## src/rtl/quiz_arbiter.sv

```systemverilog
// quiz_arbiter: four-contestant quiz buzzer arbiter with synchronized, debounced keys.
// Optional early-press foul detection is built in when FOUL_DETECT_EN is defined.
module quiz_arbiter #(
  parameter int unsigned DEBOUNCE_CYCLES = 1_000_000,
  parameter int unsigned BEEP_CYCLES     = 25_000_000
) (
  input  logic       CLK,
  input  logic       RSTn,
  input  logic       Host_Start,
  input  logic       Host_Clear,
  input  logic [3:0] Key,
  input  logic       Time_Up,
  output logic       Timer_Start,
  output logic [2:0] Winner,
  output logic [3:0] Winner_LED,
  output logic       Foul,
  output logic       Buzzer_Lock
);

  localparam int unsigned DB_W   = $clog2(DEBOUNCE_CYCLES + 1);
  localparam int unsigned BEEP_W = $clog2(BEEP_CYCLES + 1);
  localparam logic [DB_W-1:0]   DB_LAST   = DB_W'(DEBOUNCE_CYCLES - 1);
  localparam logic [BEEP_W-1:0] BEEP_MAX  = BEEP_W'(BEEP_CYCLES);
  localparam logic [BEEP_W-1:0] BEEP_LAST = BEEP_W'(BEEP_CYCLES - 1);
  localparam int unsigned N_CH = 6;

`ifdef FOUL_DETECT_EN
  typedef enum logic [2:0] {
    S_IDLE    = 3'd0,
    S_ARMED   = 3'd1,
    S_LOCKED  = 3'd2,
    S_EXPIRED = 3'd3,
    S_FOUL    = 3'd4
  } state_t;
`else
  typedef enum logic [2:0] {
    S_IDLE    = 3'd0,
    S_ARMED   = 3'd1,
    S_LOCKED  = 3'd2,
    S_EXPIRED = 3'd3
  } state_t;
`endif

  // Reset asserts asynchronously but is released on a clock edge.
  logic [1:0] rst_sync_q;
  logic       rst_n;

  always_ff @(posedge CLK or negedge RSTn) begin
    if (!RSTn) rst_sync_q <= 2'b00;
    else       rst_sync_q <= {rst_sync_q[0], 1'b1};
  end

  assign rst_n = rst_sync_q[1];

  // Synchronizers hold reset values for two cycles; only then are samples real.
  logic [1:0] warm_q;
  logic [1:0] warm_d;
  logic       warm;

  always_comb begin
    warm_d = warm_q;
    if (warm_q != 2'd2) warm_d = warm_q + 2'd1;
  end

  always_ff @(posedge CLK or negedge rst_n) begin
    if (!rst_n) warm_q <= 2'd0;
    else        warm_q <= warm_d;
  end

  assign warm = (warm_q == 2'd2);

  // Channel 0 = Host_Start, 1 = Host_Clear, 2..5 = Key[0..3]; all active-low.
  logic [N_CH-1:0] raw;
  logic [N_CH-1:0] press;

  assign raw = {Key, Host_Clear, Host_Start};

  generate
    for (genvar gi = 0; gi < N_CH; gi++) begin : g_chan
      logic            sync1_q, sync2_q;
      logic            level_q, level_d;
      logic            prev_q;
      logic            qual_q, qual_d;
      logic [DB_W-1:0] cnt_q, cnt_d;

      always_comb begin
        level_d = level_q;
        cnt_d   = cnt_q;
        qual_d  = qual_q;
        // A key seen low since reset must be released before it may press.
        if (warm && sync2_q) qual_d = 1'b1;
        if (sync2_q == level_q) begin
          cnt_d = '0;
        end else if (cnt_q >= DB_LAST) begin
          level_d = sync2_q;
          cnt_d   = '0;
        end else begin
          cnt_d = cnt_q + DB_W'(1);
        end
      end

      always_ff @(posedge CLK or negedge rst_n) begin
        if (!rst_n) begin
          sync1_q <= 1'b1;
          sync2_q <= 1'b1;
          level_q <= 1'b1;
          prev_q  <= 1'b1;
          qual_q  <= 1'b0;
          cnt_q   <= '0;
        end else begin
          sync1_q <= raw[gi];
          sync2_q <= sync1_q;
          level_q <= level_d;
          prev_q  <= level_q;
          qual_q  <= qual_d;
          cnt_q   <= cnt_d;
        end
      end

      assign press[gi] = prev_q & ~level_q & qual_q;
    end
  endgenerate

  logic       start_press, clear_press, any_key;
  logic [3:0] key_press;
  logic [2:0] pick_num;
  logic [3:0] pick_led;

  assign start_press = press[0];
  assign clear_press = press[1];
  assign key_press   = press[5:2];
  assign any_key     = |key_press;

  // Lowest-numbered key wins when several press in the same cycle.
  always_comb begin
    pick_num = 3'd0;
    pick_led = 4'd0;
    for (int i = 3; i >= 0; i--) begin
      if (key_press[i]) begin
        pick_num = 3'(i + 1);
        pick_led = 4'd1 << i;
      end
    end
  end

  state_t              state_q, state_d;
  logic                timer_q, timer_d;
  logic [2:0]          winner_q, winner_d;
  logic [3:0]          led_q, led_d;
  logic                foul_q, foul_d;
  logic                buzz_q, buzz_d;
  logic [BEEP_W-1:0]   beep_q, beep_d;

  always_comb begin
    state_d  = state_q;
    winner_d = winner_q;
    led_d    = led_q;
    foul_d   = foul_q;
    buzz_d   = buzz_q;
    beep_d   = beep_q;
    timer_d  = 1'b0;

    if (clear_press) begin
      state_d  = S_IDLE;
      winner_d = 3'd0;
      led_d    = 4'd0;
      foul_d   = 1'b0;
      buzz_d   = 1'b0;
      beep_d   = '0;
    end else begin
      case (state_q)
        S_IDLE: begin
          if (start_press) begin
            state_d = S_ARMED;
          end
`ifdef FOUL_DETECT_EN
          else if (any_key) begin
            state_d  = S_FOUL;
            winner_d = pick_num;
            led_d    = pick_led;
            foul_d   = 1'b1;
            buzz_d   = 1'b1;
            beep_d   = '0;
          end
`endif
        end
        S_ARMED: begin
          // A press beats a simultaneous Time_Up.
          if (any_key) begin
            state_d  = S_LOCKED;
            winner_d = pick_num;
            led_d    = pick_led;
            buzz_d   = 1'b1;
            beep_d   = '0;
          end else if (Time_Up) begin
            state_d  = S_EXPIRED;
            winner_d = 3'd0;
            led_d    = 4'd0;
          end
        end
        S_LOCKED: begin
          beep_d = (beep_q == BEEP_MAX) ? beep_q : beep_q + BEEP_W'(1);
          buzz_d = (beep_d < BEEP_MAX);
        end
        S_EXPIRED: begin
          winner_d = 3'd0;
          led_d    = 4'd0;
        end
`ifdef FOUL_DETECT_EN
        S_FOUL: begin
          if (beep_q >= BEEP_LAST) begin
            beep_d = '0;
            buzz_d = ~buzz_q;
          end else begin
            beep_d = beep_q + BEEP_W'(1);
          end
        end
`endif
        default: begin
          state_d = S_IDLE;
        end
      endcase
    end

    // Registered from the next state so Timer_Start tracks the state register exactly.
    timer_d = (state_d == S_ARMED);
  end

  always_ff @(posedge CLK or negedge rst_n) begin
    if (!rst_n) begin
      state_q  <= S_IDLE;
      timer_q  <= 1'b0;
      winner_q <= 3'd0;
      led_q    <= 4'd0;
      foul_q   <= 1'b0;
      buzz_q   <= 1'b0;
      beep_q   <= '0;
    end else begin
      state_q  <= state_d;
      timer_q  <= timer_d;
      winner_q <= winner_d;
      led_q    <= led_d;
      foul_q   <= foul_d;
      buzz_q   <= buzz_d;
      beep_q   <= beep_d;
    end
  end

  assign Timer_Start = timer_q;
  assign Winner      = winner_q;
  assign Winner_LED  = led_q;
  assign Foul        = foul_q;
  assign Buzzer_Lock = buzz_q;

endmodule

```

## config.mk

```make
export PLATFORM = sky130hd
export DESIGN_NAME = quiz_arbiter
export DESIGN_NICKNAME = d
export VERILOG_FILES = /design/src/rtl/quiz_arbiter.sv
export SDC_FILE = /design/constraint.sdc
export NUM_CORES = 1
export LEC_CHECK = 0
export ABC_AREA = 1
export BUFFER_PORTS_ARGS = -buffer_cell sky130_fd_sc_hd__buf_2
export CORE_ASPECT_RATIO = 0.9
export CORE_UTILIZATION = 30
export DETAILED_ROUTE_END_ITERATION = 10
export GPL_ROUTABILITY_DRIVEN = 0
export GPL_TIMING_DRIVEN = 0
export SYNTH_ARGS = -nofsm -noshare
export SYNTH_HDL_FRONTEND = slang
export SYNTH_SLANG_ARGS = --single-unit
```

## constraint.sdc

```tcl
create_clock -name CLK -period 8 [get_ports CLK]
set_input_delay 0.8 -clock CLK [delete_from_list [all_inputs] [get_ports CLK]]
set_output_delay 0.8 -clock CLK [all_outputs]
set_load 0.005 [all_outputs]
```

==> metrics.md, run 1 <==
| Metric | Value |
|---|---|
| Worst EP required | `8.33 ns` |
| Result of the run | `completed` |
| Hold WC Path Type | `input pin to asynchronous set/reset pin` |
| Vias in the first global route | `7333` |
| Most frequently used flop master after synthesis | `sky130_fd_sc_hd__dfrtp_1` |
| Final-layout worst hold slack | `0.1380 ns` |
| Vias after detailed routing | `7656` |
| Ant. Diodes | `0` |
| Area added between synthesis and finish | `12.72%` |
| Net count reported at finish | `1244` |
| Height of the chip | `173.9 um` |
| Number of synthesized flops with an enable pin | `0` |
| Count of input and output buffers | `17` |
| Post CTS Setup Buffer Count | `0` |
| Total CTS buffers | `17` |
| Number of gates given a new drive strength after cts | `0` |
| Sum of overflow across all layers after global routing | `0` |
| Flop and latch count out of synthesis | `190` |
| Final Hold Violating Endpoints | `0` |
| Min cycle time layout | `2.150 ns` |
| Max-cap viol count | `0` |
| Clock skew | `0.01072 ns` |
| Worst max-slew margin expressed relative to the limit | `0.4428` |
| Achievable frequency | `465.1 MHz` |
| Endpoint arrival time on the critical path | `2.48 ns` |
| Cell types occupying the most area after synthesis | `sky130_fd_sc_hd__dfrtp_1 42%, sky130_fd_sc_hd__nand2_1 8.4%, sky130_fd_sc_hd__nor2_1 6.6%` |
| Worst Path Max Fanout | `9` |
| Area of the core | `0.03212 mm2` |
| Maximum buffer depth of the clock tree | `2` |
| Async set-or-reset flop fraction in the synthesized netlist | `1.000` |
| Initial Utilization | `0.3068` |
| Maximum number of pins on one net before global-route repair | `71` |
| RSZ-0062 raised after global routing | `no` |
| Static power due to leakage | `4.713 nW` |
| CP endpoint kind | `register` |
| Yosys warning count | `0` |
| Fill cell instance count of the final layout | `3319` |
| Wire length reported by the detailed router | `19.95 mm` |
| Layout cells sized above 1 | `0.1283` |
| Synthesized instance count | `1187` |
| Number of ports placed on the die boundary | `19` |
| Post-detailed-route wirelength per cell | `12.06 um` |
| Avg Vias per Cell | `4.626` |
| Global-route usage over all layers | `0.1269` |
| Number of levels the H-tree was split into | `4` |
| Post-route fraction of the period consumed by the critical path | `0.2688` |
| Number of setup violations in the final report | `0` |
| Num Clock Sinks | `190` |
| Detailed Routing Iterations Pass 1 | `5` |
| Average cell area after synthesis | `8.302 um2` |
| Yosys cell types | `55` |
| Pin slew with the least headroom to its limit | `0.8358 ns` |
| Final-layout setup total negative slack | `0 ns` |
| Clock input transition at the sequential cells of the worst setup and hold paths | `0.07 ns` |
| Class of the most critical setup path | `register to register` |
| Global-route wire length before repair | `34.63 mm` |
| Area of the mapped netlist | `0.009854 mm2` |
| Worst skew pair latency | `0.44 ns` |
| Number of antenna-violating nets in the routed design | `0` |
| Clock tree from TritonCTS | `done` |
| Area of the die | `0.03358 mm2` |
| Sequential area share after synthesis | `0.4855` |
| DRC violations left | `0` |
| Count of hold buffers inserted by post-cts repair | `0` |
| Final max-slew violation count | `0` |
| Power density over the cells | `170.7 mW/mm2` |
| Final design utilization | `0.3459` |
| Initial DRC Count | `522` |
| Clock Tree Root | `sky130_fd_sc_hd__clkbuf_16` |
| Peak ir drop on the vdd network | `0.1343 mV` |
| Share of the synthesized area in the top cell type | `0.4215` |
| Die span in x | `193.0 um` |
| Startpoint types | `register` |
| Hpwl dp | `14.72 mm` |
| Cell Rows | `62` |
| Library cell with the largest summed area after synthesis | `sky130_fd_sc_hd__dfrtp_1` |
| Number of antenna violations at the first check in global routing | `0` |
==> placed cells by master, fill, tap and decap left out, drive strengths merged, types with 23 or more instances in the layout <==
cell type and count:
o21ai 48, xor2 48, inv 141, dfstp 24, nand4 28, nor3 60, dfrtp 166, nand2 235
clkbuf 24, nor2 201, nand3 82, a21oi 23, buf 31
==> area by class of cell <==
type / count / area, um2 / area share
sequential: 190 / 4788 / 0.4311
multi-input combinational: 843 / 4461 / 0.4016
buffer: 16 / 91.34 / 0.008223
clock buffer: 20 / 446.7 / 0.04021
tap: 416 / 520.5 / 0.04686
clock inverter: 12 / 138.9 / 0.01250
timing repair buffer: 19 / 140.1 / 0.01262
inverter: 139 / 521.8 / 0.04697
==> synthesized netlist by cell type, drive strengths merged, types with 5 or more instances <==
library cell / instances
xor2: 48
dfstp: 24
or2: 13
xnor2: 13
and2: 5
nor2: 201
nand4: 28
nand3b: 5
a21o: 6
nand3: 82
nor4: 12
ha: 9
buf: 12
inv: 138
nand2: 235
nor3b: 13
nor3: 60
a21oi: 23
o21ai: 48
o211ai: 9
dfrtp: 166
o22ai: 11
==> path summary, 6_finish.rpt <==
path / cells past startpoint / slack (ns) / endpoint / startpoint
worst max-delay path: 10 / 5.85 / beep_q[4] / g_chan[3].level_q
worst min-delay path: 1 / 0.14 / rst_sync_q[1] / RSTn
max in group asynchronous: 1 / 6.69 / g_chan[5].sync1_q / rst_sync_q[1]
worst min register to register: 0 / 0.35 / rst_sync_q[1] / rst_sync_q[0]
min in group CLK: 0 / 0.35 / rst_sync_q[1] / rst_sync_q[0]
worst max register to register: 10 / 5.85 / beep_q[4] / g_chan[3].level_q
==> through the flow <==
stage	area, um2	worst slack, ns	power, mW	instances
after global routing	11110	5.519	1.975	1655
after global placement	10460	0.02810	1.061	1621
after CTS	11110	5.830	1.926	1655
after floorplan	9858	2.355	1.042	1188
final	11110	5.850	1.896	1655
after detailed placement	10520	5.855	1.066	1623
==> sequential cells by signal (all words and copies together) (netlist names), 3 cells and up <==
name / flops
g_chan.sync1_q: 6
Winner: 3
g_chan.qual_q: 6
state_q: 3
g_chan.sync2_q: 6
g_chan.cnt_q: 120
g_chan.prev_q: 6
beep_q: 25
g_chan.level_q: 6
Winner_LED: 3
==> layer usage <==
layer  global-route usage  part of all wire  up-vias
li1                     -                 -     3949
met1               0.1810              0.51     3589
met2               0.1929              0.44      103
met3              0.02867             0.034       15
met4              0.03125            0.0094        0
met5                    0                 0        -
==> report_power, final <==
| group | switching [mW] | internal [mW] | total (mW) |
|---|---|---|---|
| sequential | 0.0156 | 0.976 | 0.992 |
| clock | 0.379 | 0.472 | 0.851 |
| combinational | 0.0346 | 0.0183 | 0.0530 |
==> worst max-delay path: stages (launching register included) <==
cell and delay, ns:
sky130_fd_sc_hd__dfstp_2 0.53, sky130_fd_sc_hd__inv_1 0.06, sky130_fd_sc_hd__nand3_1 0.10, sky130_fd_sc_hd__nand2_1 0.06, sky130_fd_sc_hd__inv_1 0.12, sky130_fd_sc_hd__nand4_1 0.12, sky130_fd_sc_hd__o21ai_1 0.24, sky130_fd_sc_hd__nand2_1 0.30
sky130_fd_sc_hd__o21ai_0 0.15, sky130_fd_sc_hd__inv_1 0.14, sky130_fd_sc_hd__o21ai_0 0.21
==> cell families after synthesis <==
group	after synthesis	synth area share
buffers and inverters	155	0.06221
AOI/OAI and AO/OA	112	0.06767
xor gates and xnor gates	61	0.05422
DFF	190	0.4855
and+or+nand+nor	658	0.3182
other	2	0.0007621
adders and majority gates	9	0.01143
Power figures use the tool's default switching activity.
==> inputs of run 2 (changes only) <==
==> constraint.sdc (replaced) <==
create_clock -name CLK -period 2.1 [get_ports CLK]
set_input_delay 0.21 -clock CLK [delete_from_list [all_inputs] [get_ports CLK]]
set_output_delay 0.21 -clock CLK [all_outputs]
set_load 0.005 [all_outputs]
==> run 2 against run 1 <==
Effect of this change: setup slack got worse by 5.7 ns; combinational power increased to 4.0 times the previous value; core utilization increased by 0.51 points; cell count increased by 0.54%; sequential cell count unchanged; first-iteration DRC count decreased by 8.2%; global-route usage increased by 0.25 points; sequential power increased to 3.8 times the previous value; via count increased by 0.64%; critical path type unchanged; critical endpoint is now Buzzer_Lock.
==> metrics.md, run 2 (synthesis results as in run 1) <==
| Metric | Value |
|---|---|
| Final design utilization | `0.3510 (+0.005143)` |
| Worst Path Max Fanout | `5 (-4)` |
| Cell total after placement | `1623 (unchanged)` |
| Worst skew pair latency | `0.44 ns (about the same)` |
| Area added between synthesis and finish | `14.40%` |
| Final max-slew violation count | `0 (unchanged)` |
| Number of levels the H-tree was split into | `4 (unchanged)` |
| Die span in x | `193.0 um (unchanged)` |
| Number of setup violations in the final report | `0 (unchanged)` |
| Final Hold Violating Endpoints | `0 (unchanged)` |
| Area of the die | `0.03358 mm2 (unchanged)` |
| Clock skew | `0.006773 ns (-0.003946 ns)` |
| Maximum buffer depth of the clock tree | `2 (unchanged)` |
| Number of ports placed on the die boundary | `19 (unchanged)` |
| Post-route fraction of the period consumed by the critical path | `0.9162 (+0.6475)` |
| Clock tree from TritonCTS | `done` |
| RSZ-0062 raised after global routing | `yes` |
| Final critical-path setup slack | `0.1759 ns (-5.674 ns)` |
| Result of the run | `completed` |
| Hpwl dp | `14.63 mm (-0.60%)` |
| Height of the chip | `173.9 um (unchanged)` |
| Ant. Diodes | `0 (unchanged)` |
| Static power due to leakage | `4.818 nW (+2.2%)` |
| Class of the most critical setup path | `register to register` |
| Hold WC Path Type | `input pin to asynchronous set/reset pin` |
| Vias after detailed routing | `7705 (+0.64%)` |
| Clock input transition at the sequential cells of the worst setup and hold paths | `0.07 ns (about the same)` |
| Top library cells by usage in the layout, fill and taps aside | `220 x sky130_fd_sc_hd__nand2_1, 170 x sky130_fd_sc_hd__nor2_1, 165 x sky130_fd_sc_hd__dfrtp_1` |
| Clock Tree Root | `sky130_fd_sc_hd__clkbuf_16` |
| Net count reported at finish | `1253 (+0.72%)` |
| Avg Vias per Cell | `4.630 (about the same)` |
| Wire length reported by the detailed router | `20.23 mm (+1.4%)` |
| Count of input and output buffers | `17 (unchanged)` |
| Most flop-heavy register | `g_chan.cnt_q` |
| Achievable frequency | `519.7 MHz (+12%)` |
| Startpoint types | `register` |
| CP endpoint kind | `register` |
| Footprint of the multi-input gates | `0.004538 mm2 (+1.7%)` |
| Pin slew with the least headroom to its limit | `0.8847 ns (+0.04890 ns)` |
| Fill cell instance count of the final layout | `3320 (+0.030%)` |
| Cell Rows | `62 (unchanged)` |
| Power density over the cells | `642.7 mW/mm2 (+280%)` |
| Pwr Total | `7.246 mW (+280%)` |
| Finished Layout Cells | `1664 (+0.54%)` |
| Total cell area at the placement stage | `0.01052 mm2 (unchanged)` |
| Worst max-slew margin expressed relative to the limit | `0.4102 (-0.03260)` |
| Worst EP required | `2.44 ns (-5.89 ns)` |
| Initial Utilization | `0.3068 (unchanged)` |
| Sum of overflow across all layers after global routing | `0 (unchanged)` |
| Max-cap viol count | `0 (unchanged)` |
| Largest stage delay on the critical path | `0.37 ns (-0.16 ns)` |
| Layout cells sized above 1 | `0.1386 (+0.01029)` |
| Worst-path cell chain | `ha_1 > nand2_4 > nor2_8 > nand2_2 > nor2_1 > nor2_1 > nor2_1 > nand2_1 > nor2_2 > nand2_1 > nand3_1 > nand3_1 > nand2_1 > inv_1` |
| DRC violations left | `0 (unchanged)` |
| Global-route wire length before repair | `35.26 mm (+1.8%)` |
| Slowest-stage cell, CP | `sky130_fd_sc_hd__dfrtp_1` |
| Detailed Routing Iterations Pass 1 | `5 (unchanged)` |
| Final-layout worst hold slack | `0.07639 ns (-0.06157 ns)` |
| Initial DRC Count | `479 (-8.2%)` |
| Category of cells accounting for the largest share of critical-path delay | `simple AND/OR/NAND/NOR gates` |
| Number of antenna-violating nets in the routed design | `0 (unchanged)` |
| Buffers plus inverters on the worst setup path | `1 (-2)` |
| Min cycle time layout | `1.924 ns (-0.2259 ns)` |
| Number of flip-flops under the largest register name | `120 (unchanged)` |
| Global-route usage over all layers | `0.1294 (+0.002516)` |
| Total CTS buffers | `17 (unchanged)` |
| Maximum number of pins on one net before global-route repair | `70 (-1.4%)` |
| Final-layout setup total negative slack | `0 ns (unchanged)` |
| Register cell area after layout | `0.004788 mm2 (unchanged)` |
| Number of antenna violations at the first check in global routing | `0 (unchanged)` |
| Vias in the first global route | `7547 (+2.9%)` |
| Area of the core | `0.03212 mm2 (unchanged)` |
| Peak ir drop on the vdd network | `0.5198 mV (+290%)` |
| Endpoint arrival time on the critical path | `2.26 ns (-0.22 ns)` |
| Post-detailed-route wirelength per cell | `12.16 um (+0.83%)` |
| Pre-CTS setup slack | `-0.03416 ns (-5.890 ns)` |
| Final design instance area without fill | `0.01127 mm2 (+1.5%)` |
| Num Clock Sinks | `190 (unchanged)` |
| Registers with the most flip-flops | `g_chan.cnt_q (120), beep_q (25)` |
| Commonest non-fill, non-tap cell in the layout | `sky130_fd_sc_hd__nand2_1` |
==> run 2: metal layers <==
metal	track usage	vias up	share of wire
met3	0.02827	19	0.030
met4	0.04102	0	0.014
met5	0	-	0
li1	-	3959	-
met2	0.1966	73	0.45
met1	0.1818	3654	0.51
==> run 2: final cells by class <==
type,instances,share of cell area
plain buffers,16,0.008213
clock buffers,18,0.03896
clock inverters,14,0.01310
inverters,139,0.04628
multi-input cells,843,0.4026
flip-flops and latches,190,0.4248
well taps,416,0.04617
repair buffers,28,0.01998
==> run 2: path summary, 6_finish.rpt <==
| kind | start | endpoint | slack (ns) | cells past startpoint |
|---|---|---|---|---|
| max in group asynchronous | rst_sync_q[1] | g_chan[5].sync1_q | 0.76 | 1 |
| min reg2reg | rst_sync_q[0] | rst_sync_q[1] | 0.36 | 0 |
| max | beep_q[0] | Buzzer_Lock | 0.18 | 14 |
| max reg2reg | beep_q[0] | Buzzer_Lock | 0.18 | 14 |
| min | RSTn | rst_sync_q[1] | 0.08 | 2 |
| min in group CLK | Time_Up | Winner_LED[2] | 0.23 | 4 |
==> run 2: power breakdown <==
group | leakage (nW) | internal [mW] | switching [mW]
Combinational | 2.03 | 0.0800 | 0.134
Sequential | 2.50 | 3.72 | 0.0609
Clock | 0.285 | 1.71 | 1.54
Total | 4.82 | 5.51 | 1.74
==> run 2: what timing repair did <==
item,in CTS,in global routing
pin swaps,0,2
setup buffers,0,2
hold endpoints to repair,8,0
resized for setup,1,19
endpoints found under the setup margin,7,29
hold buffers,7,0
==> inputs of run 3 (changes only) <==
--- a/config.mk
+++ b/config.mk
@@ -12,6 +12,7 @@
 export DETAILED_ROUTE_END_ITERATION = 10
 export GPL_ROUTABILITY_DRIVEN = 0
 export GPL_TIMING_DRIVEN = 0
+export PLACE_DENSITY = 0.5
 export SYNTH_ARGS = -nofsm -noshare
 export SYNTH_HDL_FRONTEND = slang
 export SYNTH_SLANG_ARGS = --single-unit
==> constraint.sdc (replaced) <==
create_clock -name CLK -period 2.2 [get_ports CLK]
set_input_delay 0.22 -clock CLK [delete_from_list [all_inputs] [get_ports CLK]]
set_output_delay 0.22 -clock CLK [all_outputs]
set_load 0.005 [all_outputs]
==> run 3 against run 2 <==
Effect of this change: the flow now finishes with violations (design-rule violations); largest power group unchanged; critical path type unchanged; core utilization fell by 0.059 points; register-to-register slack better by 0.05 ns; setup slack improved by 0.050 ns; sequential cell count did not move.
==> metrics.md, run 3 (synthesis results as in run 1) <==
| Metric | Value |
|---|---|
| Critical Path Stages | `9 (-5)` |
| Worst EP required | `2.53 ns (+0.09 ns)` |
| Registers with the most flip-flops | `g_chan.cnt_q (120), beep_q (25)` |
| Min cycle time layout | `1.975 ns (+0.05042 ns)` |
| Clock tree from TritonCTS | `done` |
| Destination of the worst register-to-register timing path | `beep_q[2]` |
| Slowest-stage cell, CP | `sky130_fd_sc_hd__nor2_1` |
| Max-cap viol count | `0 (unchanged)` |
| CP endpoint kind | `register` |
| Static power due to leakage | `4.796 nW (-0.46%)` |
| Startpoint of the worst register-to-register path | `state_q[2]` |
| Result of the run | `finished with violations` |
| Net count reported at finish | `1252 (-0.080%)` |
| RSZ-0062 raised after global routing | `yes` |
| Pin slew with the least headroom to its limit | `0.6109 ns (-0.2738 ns)` |
| Hpwl dp | `15.18 mm (+3.7%)` |
| Global-route wire length before repair | `36.18 mm (+2.6%)` |
| Num Clock Sinks | `190 (unchanged)` |
| Count of input and output buffers | `17 (unchanged)` |
| Length in cells of the worst reg-to-reg path | `9 (-5)` |
| Maximum number of pins on one net before global-route repair | `62 (-11%)` |
| Most flop-heavy register | `g_chan.cnt_q` |
| Register-to-register setup slack | `0.23 ns (+0.05 ns)` |
| Area of the die | `0.03358 mm2 (unchanged)` |
| Endpoint arrival time on the critical path | `2.30 ns (+0.04 ns)` |
| Detailed Routing Iterations Pass 1 | `8 (+3)` |
| Source of the critical timing path | `state_q[2]` |
| Final critical-path setup slack | `0.2255 ns (+0.04958 ns)` |
| Final-layout worst hold slack | `0.08839 ns (+0.01201 ns)` |
| Height of the chip | `173.9 um (unchanged)` |
| Die span in x | `193.0 um (unchanged)` |
| Post-route fraction of the period consumed by the critical path | `0.8975 (-0.01873)` |
| Startpoint types | `register` |
| Clock skew | `0.008269 ns (+0.001496 ns)` |
| Number of ports placed on the die boundary | `19 (unchanged)` |
| Finished Layout Cells | `1663 (-0.060%)` |
| Initial DRC Count | `463 (-3.3%)` |
| Clock Tree Root | `sky130_fd_sc_hd__clkbuf_16` |
| Worst max-slew margin expressed relative to the limit | `0.5924 (+0.1822)` |
| Power density over the cells | `624.4 mW/mm2 (-2.9%)` |
| Total CTS buffers | `17 (unchanged)` |
| Largest stage delay on the critical path | `0.42 ns (+0.05 ns)` |
| Clock input transition at the sequential cells of the worst setup and hold paths | `0.08 ns (about the same)` |
| Ant. Diodes | `0 (unchanged)` |
| Initial Utilization | `0.3068 (unchanged)` |
| Sum of overflow across all layers after global routing | `0 (unchanged)` |
| Class of the most critical setup path | `register to register` |
| Number of flip-flops under the largest register name | `120 (unchanged)` |
| Worst Path Max Fanout | `9 (+4)` |
| Peak ir drop on the vdd network | `0.4695 mV (-9.7%)` |
| Number of antenna-violating nets in the routed design | `0 (unchanged)` |
| Post-detailed-route wirelength per cell | `12.74 um (+4.8%)` |
| Final max-slew violation count | `0 (unchanged)` |
| Capturing instance or port of the critical path | `beep_q[2]` |
| Vias in the first global route | `7482 (-0.86%)` |
| Worst-path cell chain | `inv_1 > nand2_1 > nor2_1 > o21ai_2 > nand2_2 > o21ai_0 > inv_1 > nand2_1 > a21boi_1` |
| Buffers plus inverters on the worst setup path | `2 (+1)` |
| Top library cells by usage in the layout, fill and taps aside | `220 x sky130_fd_sc_hd__nand2_1, 173 x sky130_fd_sc_hd__nor2_1, 165 x sky130_fd_sc_hd__dfrtp_1` |
| Number of levels the H-tree was split into | `4 (unchanged)` |
| Pwr Total | `7.027 mW (-3.0%)` |
| Avg Vias per Cell | `4.663 (+0.70%)` |
| Failing checks | `design-rule violations` |
| Wire length reported by the detailed router | `21.19 mm (+4.8%)` |
| Number of setup violations in the final report | `0 (unchanged)` |
| Area of the core | `0.03212 mm2 (unchanged)` |
| Maximum buffer depth of the clock tree | `2 (unchanged)` |
| Area added between synthesis and finish | `14.21%` |
| Achievable frequency | `506.5 MHz (-2.6%)` |
| Cell Rows | `62 (unchanged)` |
| Category of cells accounting for the largest share of critical-path delay | `simple AND/OR/NAND/NOR gates` |
| DRC violations left | `4 (+4)` |
| Vias after detailed routing | `7754 (+0.64%)` |
| Layout cells sized above 1 | `0.1339 (-0.004700)` |
| Worst skew pair latency | `0.44 ns (about the same)` |
| Number of antenna violations at the first check in global routing | `0 (unchanged)` |
| Commonest non-fill, non-tap cell in the layout | `sky130_fd_sc_hd__nand2_1` |
| Global-route usage over all layers | `0.1336 (+0.004240)` |
| Cell total after placement | `1624 (+0.062%)` |
| Final Hold Violating Endpoints | `0 (unchanged)` |
| Hold WC Path Type | `input pin to asynchronous set/reset pin` |
| Pre-CTS setup slack | `-0.04052 ns (-0.006352 ns)` |
-- run 3: worst min-delay path by stage --
stage,to,depth (start not counted)
final,rst_sync_q[1],2
after global routing,rst_sync_q[1],2
after CTS,rst_sync_q[1],2
after detailed placement,rst_sync_q[0],1
after global placement,rst_sync_q[0],1
after floorplan,rst_sync_q[0],0
-- run 3: area by class of cell --
| cell class | count | area, um2 |
|---|---|---|
| clock buffers | 17 | 425.4 |
| plain buffers | 15 | 87.58 |
| flip-flops and latches | 190 | 4788 |
| repair buffers | 28 | 245.2 |
| fillers | 3341 | 20860 |
| inverters | 139 | 521.8 |
| well taps | 416 | 520.5 |
| multi-input cells | 843 | 4487 |
| clock inverters | 15 | 178.9 |
-- run 3: per-layer routing --
metal | GRT usage | wire (um) | vias to the layer above
met4 | 0.03223 | 172 | 0
met2 | 0.2015 | 9301 | 122
met3 | 0.02988 | 825 | 10
li1 | - | - | 3972
met1 | 0.1926 | 10890 | 3650
met5 | 0 | 0 | -
-- run 3: timing repair --
action                                  CTS  global route
endpoints found under the setup margin    2            19
gates resized for setup                   1             5
pin swaps                                 0             2
hold buffers                              7             0
endpoints found under the hold margin     8             0
setup buffers                             0             1
-- run 3: power breakdown --
group | total (mW) | switching (mW) | internal (mW)
Sequential | 3.60 | 0.0474 | 3.55
Clock | 3.21 | 1.49 | 1.72
Combinational | 0.222 | 0.142 | 0.0799
Total | 7.03 | 1.68 | 5.34
-- run 3: through the flow --
step / setup TNS, ns / util / instance area [um2]
final: 0 / 0.3504 / 11250
after global routing: -0.04798 / 0.3504 / 11250
after CTS: 0 / 0.3496 / 11230
after detailed placement: -0.04052 / 0.3285 / 10550
after global placement: -90.64 / 0.3259 / 10470
after floorplan: 0 / - / 9862
